$ cat src/rtl/paddle_ctrl_pkg.sv
// rtl/paddle_ctrl_pkg.sv - paddle FSM encodings and court limit constants
package paddle_ctrl_pkg;

    localparam logic [1:0] ST_IDLE   = 2'd0;
    localparam logic [1:0] ST_HOLD   = 2'd1;
    localparam logic [1:0] ST_REPEAT = 2'd2;

    // Court limits shared with the ball and collision blocks
    localparam int COURT_POS_MIN  = 0;
    localparam int COURT_POS_MAX  = 400;
    localparam int COURT_POS_INIT = 200;

endpackage

$ cat src/rtl/paddle_ctrl.sv
// rtl/paddle_ctrl.sv - paddle position with press step, hold auto-repeat, clamp and recentre
module paddle_ctrl
    import paddle_ctrl_pkg::*;
#(
    parameter int POS_W        = 10,
    parameter int POS_MIN      = COURT_POS_MIN,
    parameter int POS_MAX      = COURT_POS_MAX,
    parameter int POS_INIT     = COURT_POS_INIT,
    parameter int STEP         = 4,
    parameter int CNT_W        = 25,
    parameter int REPEAT_DELAY = 25_000_000,
    parameter int REPEAT_RATE  = 2_000_000
) (
    input  logic             clock,
    input  logic             reset,
    input  logic             btn_up,
    input  logic             btn_down,
    input  logic             enable,
    input  logic             center,
    output logic [POS_W-1:0] paddle_pos,
    output logic             move_pulse,
    output logic             at_top,
    output logic             at_bottom
);

    localparam logic [POS_W-1:0] MIN_P  = POS_W'(POS_MIN);
    localparam logic [POS_W-1:0] MAX_P  = POS_W'(POS_MAX);
    localparam logic [POS_W-1:0] INIT_P = POS_W'(POS_INIT);
    localparam logic [POS_W-1:0] STEP_P = POS_W'(STEP);
    localparam logic [POS_W:0]   MIN_X  = (POS_W+1)'(POS_MIN);
    localparam logic [POS_W:0]   MAX_X  = (POS_W+1)'(POS_MAX);
    localparam logic [POS_W:0]   STEP_X = (POS_W+1)'(STEP);
    localparam logic [CNT_W-1:0] DELAY_LAST = CNT_W'(REPEAT_DELAY - 1);
    localparam logic [CNT_W-1:0] RATE_LAST  = CNT_W'(REPEAT_RATE - 1);

    logic [1:0]       state;
    logic [CNT_W-1:0] timer;
    logic             dir_is_up;

    logic             dir_up;
    logic             dir_dn;
    logic             dir_any;
    logic [POS_W:0]   pos_x;
    logic [POS_W:0]   up_sum;
    logic [POS_W-1:0] up_pos;
    logic [POS_W-1:0] dn_pos;
    logic [POS_W-1:0] move_pos;
    logic             move_changes;

    // Pressing both buttons cancels out and behaves like a release
    assign dir_up  = btn_up & ~btn_down;
    assign dir_dn  = btn_down & ~btn_up;
    assign dir_any = dir_up | dir_dn;

    // Clamp in one extra bit so neither end can wrap around
    always_comb begin
        pos_x        = {1'b0, paddle_pos};
        up_sum       = pos_x + STEP_X;
        up_pos       = (up_sum > MAX_X) ? MAX_P : up_sum[POS_W-1:0];
        dn_pos       = (pos_x < MIN_X + STEP_X) ? MIN_P : paddle_pos - STEP_P;
        move_pos     = dir_up ? up_pos : dn_pos;
        move_changes = (move_pos != paddle_pos);
    end

    always_ff @(posedge clock or negedge reset) begin
        if (!reset) begin
            paddle_pos <= INIT_P;
            move_pulse <= 1'b0;
            state      <= ST_IDLE;
            timer      <= '0;
            dir_is_up  <= 1'b0;
        end else if (center) begin
            paddle_pos <= INIT_P;
            move_pulse <= (paddle_pos != INIT_P);
            state      <= ST_IDLE;
            timer      <= '0;
        end else if (!enable) begin
            move_pulse <= 1'b0;
            state      <= ST_IDLE;
            timer      <= '0;
        end else begin
            move_pulse <= 1'b0;
            case (state)
                ST_IDLE: begin
                    timer <= '0;
                    if (dir_any) begin
                        paddle_pos <= move_pos;
                        move_pulse <= move_changes;
                        dir_is_up  <= dir_up;
                        state      <= ST_HOLD;
                    end
                end
                ST_HOLD, ST_REPEAT: begin
                    if (!dir_any) begin
                        state <= ST_IDLE;
                        timer <= '0;
                    end else if (dir_up != dir_is_up) begin
                        // A reversal is a fresh press: move now and restart the delay
                        paddle_pos <= move_pos;
                        move_pulse <= move_changes;
                        dir_is_up  <= dir_up;
                        state      <= ST_HOLD;
                        timer      <= '0;
                    end else if (timer == ((state == ST_HOLD) ? DELAY_LAST : RATE_LAST)) begin
                        paddle_pos <= move_pos;
                        move_pulse <= move_changes;
                        state      <= ST_REPEAT;
                        timer      <= '0;
                    end else begin
                        timer <= timer + 1'b1;
                    end
                end
                default: begin
                    state <= ST_IDLE;
                    timer <= '0;
                end
            endcase
        end
    end

    assign at_top    = (paddle_pos == MAX_P);
    assign at_bottom = (paddle_pos == MIN_P);

endmodule

$ cat config.mk
export PLATFORM = sky130hd
export DESIGN_NAME = paddle_ctrl
export DESIGN_NICKNAME = d
export VERILOG_FILES = /design/src/rtl/paddle_ctrl_pkg.sv /design/src/rtl/paddle_ctrl.sv
export SDC_FILE = /design/constraint.sdc
export NUM_CORES = 1
export LEC_CHECK = 0
export ABC_AREA = 1
export ABC_CLOCK_PERIOD_IN_PS = 4019
export BUFFER_PORTS_ARGS = -buffer_cell sky130_fd_sc_hd__buf_2
export CORE_ASPECT_RATIO = 0.9
export CORE_MARGIN = 4
export CORE_UTILIZATION = 64
export CTS_CLUSTER_SIZE = 20
export DETAILED_ROUTE_END_ITERATION = 16
export PLACE_DENSITY = 0.84
export SYNTH_ARGS = -nofsm -noshare
export SYNTH_HDL_FRONTEND = slang
export SYNTH_SLANG_ARGS = --single-unit
$ cat constraint.sdc
create_clock -name clock -period 4.02 [get_ports clock]
set_input_delay 0.804 -clock clock [delete_from_list [all_inputs] [get_ports clock]]
set_output_delay 0.804 -clock clock [all_outputs]
set_load 0.005 [all_outputs]
==> impl_metrics.py <==
metrics = {
    "routing": {
        "drc": 0,
        "drtIter0Drc": 253,
        "drt-met1-wl_microns": 3330,
        "viasPerCell": 5.82,
        "via_count": 2566,
        "top_layer": "met4",
        "drtPass1Iterations": 5,
        "met3_wirelength_microns": 523,
        "wl_per_cell_microns": 14.9,
        "wirelength_microns": 6550,
        "drtAntennaViolNets": 0,
        "route.met2.wl_microns": 2660,
    },
    "finish": {
        "diodes": 0,
        "fin_nets": 408,
        "drive_gt1_frac": 0.168,
        "area_growth_pct": 8.48,
        "fillers": 348,
    },
    "global_routing": {
        "antenna_found_initial": 0,
        "grt_max_degree": 40,
        "overflow": 0,
        "grt.total_usage": 0.256,
        "grt_pass1_wl_microns": 11300,
        "grt_pass1_vias": 2384,
    },
    "timing": {
        "clock.fmax_ghz": 0.372,
        "final_max_slew_viol_count": 0,
        "tightestPinTransition_ns": 1.15,
        "setup_viol": 0,
        "finClkSkew_ns": 0.00782,
        "rsz0062_at_grt": "no",
        "period_share": 0.668,
        "setup_tns_ns": 0,
        "timing.final.crit_period_ns": 2.69,
        "hold_viol_final": 0,
        "max_slew_margin": 0.231,
    },
    "place": {
        "io_buffers": 18,
        "place.gp.congestion": 0.964,
        "hpwl_microns": 5080,
    },
    "floorplanning": {
        "core_sq_mm": 0.00413,
        "fp.dieH_microns": 70.3,
        "num_rows": 22,
        "die_x_microns": 77.2,
        "initial_core_util": 0.668,
        "die_area_sq_mm": 0.00543,
        "boundaryPins": 19,
    },
    "critical_path": {
        "startpoint_type": "flip-flop",
        "crit_slowest_cell": "o211ai_2",
        "worst-path-buf-inv": 0,
        "cp.required_ns": 4.21,
        "crit_fanout": 26,
        "crit_arrival_ns": 2.88,
        "cp-endpoint": "state[0]$_DFFE_PN0P_",
        "timing.rr.start": "timer[0]$_DFF_PN0_",
        "crit_path_start": "timer[0]$_DFF_PN0_",
        "crit_family": "compound AO/OA/AOI/OAI gates",
        "crit_type": "reg2reg",
        "cp_slowest_stage_delay_ns": 0.93,
        "reg2reg_depth": 9,
        "cp.depth": 9,
        "worstPathCellList": "ha_1, nand2_1, nor2_2, nand2_1, nor2_2, nand4_1, o211ai_2, nand2_1, o31ai_1",
        "rrSetupSlack_ns": 1.33,
        "cp-end-kind": "flip-flop",
        "reg2reg_to": "state[0]$_DFFE_PN0P_",
        "crit_top_cell": "nand2_1",
    },
    "power": {
        "switching_share": 0.269,
        "p_leak_nw": 1.34,
        "p_per_area_mw_per_mm2": 298,
        "pwr-share-seq": 0.465,
        "pwr-share-clk": 0.383,
        "peakVddDrop_mv": 0.321,
        "power_mw": 0.892,
        "combinationalPowerShare": 0.152,
        "p_switching_mw": 0.240,
        "p_int_mw": 0.652,
    },
    "logic_synthesis": {
        "ys_seq_area_frac": 0.355,
        "synth_edf_count": 0,
        "yosysUniqueCellTypes": 40,
        "synthCells": 373,
        "synth_top_cell_area_share": 0.327,
        "synth-main-ff-cell": "dfrtp_1",
        "avgSynthCellArea_sq_um": 7.40,
        "async_flop_share": 1.00,
        "synth_nets": 389,
        "synth-seq-cells": 39,
        "synth_warnings": 0,
        "synth_area_sq_mm": 0.00276,
        "synth_largest_area_cell": "dfrtp_1",
        "netlist_top_cells_area": "dfrtp_1 (33%), nand2_1 (8.2%), nor2_1 (7.3%)",
    },
    "min_path": {
        "hp-class": "reg2reg",
        "holdPathStages": 1,
    },
    "cts": {
        "clk_latency_ns": 0.29,
        "clkTransAtPathRegs_ns": 0.08,
        "cts_buffers": 5,
        "cts_resized": 0,
        "cts_max_path_buffers": 2,
        "post_cts_buffers": 0,
        "cts_tree": "built",
        "hold_buffers": 0,
        "cts_num_sinks": 39,
        "htree_levels": 2,
        "cts_root_buf": "clkbuf_8",
    },
    "flow_run": {
        "drv_cap": 0,
    },
    "run_status": {
        "status": "complete, no violations",
    },
}
[logic make-up after synthesis]
kind of cell / count (synthesis) / synth area share
DFF: 39 / 0.355
and+or+nand+nor: 209 / 0.367
adders and majority gates: 10 / 0.0454
buffers and inverters: 53 / 0.0775
AOI/OAI and AO/OA: 46 / 0.104
xor gates and xnor gates: 16 / 0.0508
[stage by stage]
stage / cell area, sq um / std cells / utilization / worst slack (ns) / hold slack, ns
after floorplan: 2760 / 373 / - / 1.90 / 0.433
after global placement: 2870 / 433 / 0.695 / 1.36 / 0.446
after detailed placement: 2870 / 433 / 0.695 / 1.23 / 0.459
after CTS: 2990 / 441 / 0.725 / 1.31 / 0.470
after global routing: 2990 / 441 / 0.725 / 1.01 / 0.510
final: 2990 / 441 / 0.725 / 1.33 / 0.466
[power by group through the flow]
stage | combinational [mW] | clock [mW] | sequential (mW)
finish | 0.135 | 0.341 | 0.415
CTS | 0.133 | 0.347 | 0.415
detailed placement | 0.133 | 0 | 0.423
global route | 0.154 | 0.367 | 0.417
global placement | 0.132 | 0 | 0.422
floorplan | 0.0964 | 0 | 0.419
[Yosys cell counts, types with 2 or more instances]
cell / n
o22ai_1: 4
dfrtp_1: 36
nor3_1: 11
nor2_1: 54
ha_1: 10
nor4_1: 4
inv_2: 4
o31ai_1: 2
nor2_2: 12
o21ai_1: 4
xor2_1: 9
nand4_1: 10
nand3_1: 34
buf_4: 3
a21oi_1: 10
inv_1: 42
xnor2_1: 7
nor3b_1: 4
o21ai_0: 14
nor2_4: 4
nand3_2: 2
a21boi_0: 2
a22oi_1: 2
nand2_1: 60
buf_2: 2
nand2_2: 11
dfstp_2: 3
[worst min path at each step]
stage	from	end	slack [ns]
2_1_floorplan	timer[0]$_DFF_PN0_	timer[0]$_DFF_PN0_	0.43
3_3_place_gp	timer[0]$_DFF_PN0_	timer[0]$_DFF_PN0_	0.45
3_5_place_dp	timer[0]$_DFF_PN0_	timer[0]$_DFF_PN0_	0.46
4_1_cts	timer[0]$_DFF_PN0_	timer[0]$_DFF_PN0_	0.47
5_1_grt	timer[0]$_DFF_PN0_	timer[0]$_DFF_PN0_	0.51
6_report	timer[0]$_DFF_PN0_	timer[0]$_DFF_PN0_	0.47
[per-layer routing]
| metal | GRT usage | vias up |
|---|---|---|
| met4 | 0.0375 | 0 |
| li1 | - | 1267 |
| met1 | 0.412 | 1176 |
| met5 | 0 | - |
| met3 | 0.0464 | 6 |
| met2 | 0.360 | 117 |
[layout make-up]
class                           count  area [sq um]  share of cell area
Clock buffer                        6          82.6              0.0276
Sequential cell                    39           980               0.327
Timing Repair Buffer               18          90.1              0.0301
Tap cell                           48          60.1              0.0201
Multi-Input combinational cell    281          1570               0.523
Inverter                           47           176              0.0589
Clock inverter                      2          38.8              0.0130
[flip-flops by register name, summed over array words and instances, names as in the netlist]
register and cells:
dir_is_up 1, move_pulse 1, paddle_pos 10, timer 25, state 2
[cells in the final DEF, fill, tap and decap left out, types with 2 or more instances in the layout]
master and n:
nor2_4 4, a21boi_0 2, nand3_2 2, nand3_1 34
buf_2 18, nor3_1 11, o22ai_1 4, nor4_1 4
nor3b_1 4, nor2_1 54, o21ai_0 14, a22oi_1 2
dfrtp_1 36, nand2_2 11, ha_1 10, a21oi_1 10
o31ai_1 2, xor2_1 9, clkbuf_8 6, inv_2 4
nand4_1 10, dfstp_2 3, xnor2_1 7, nor2_2 12
o21ai_1 4, inv_1 42, nand2_1 60
Note: power is estimated with default switching activity, not from simulation.
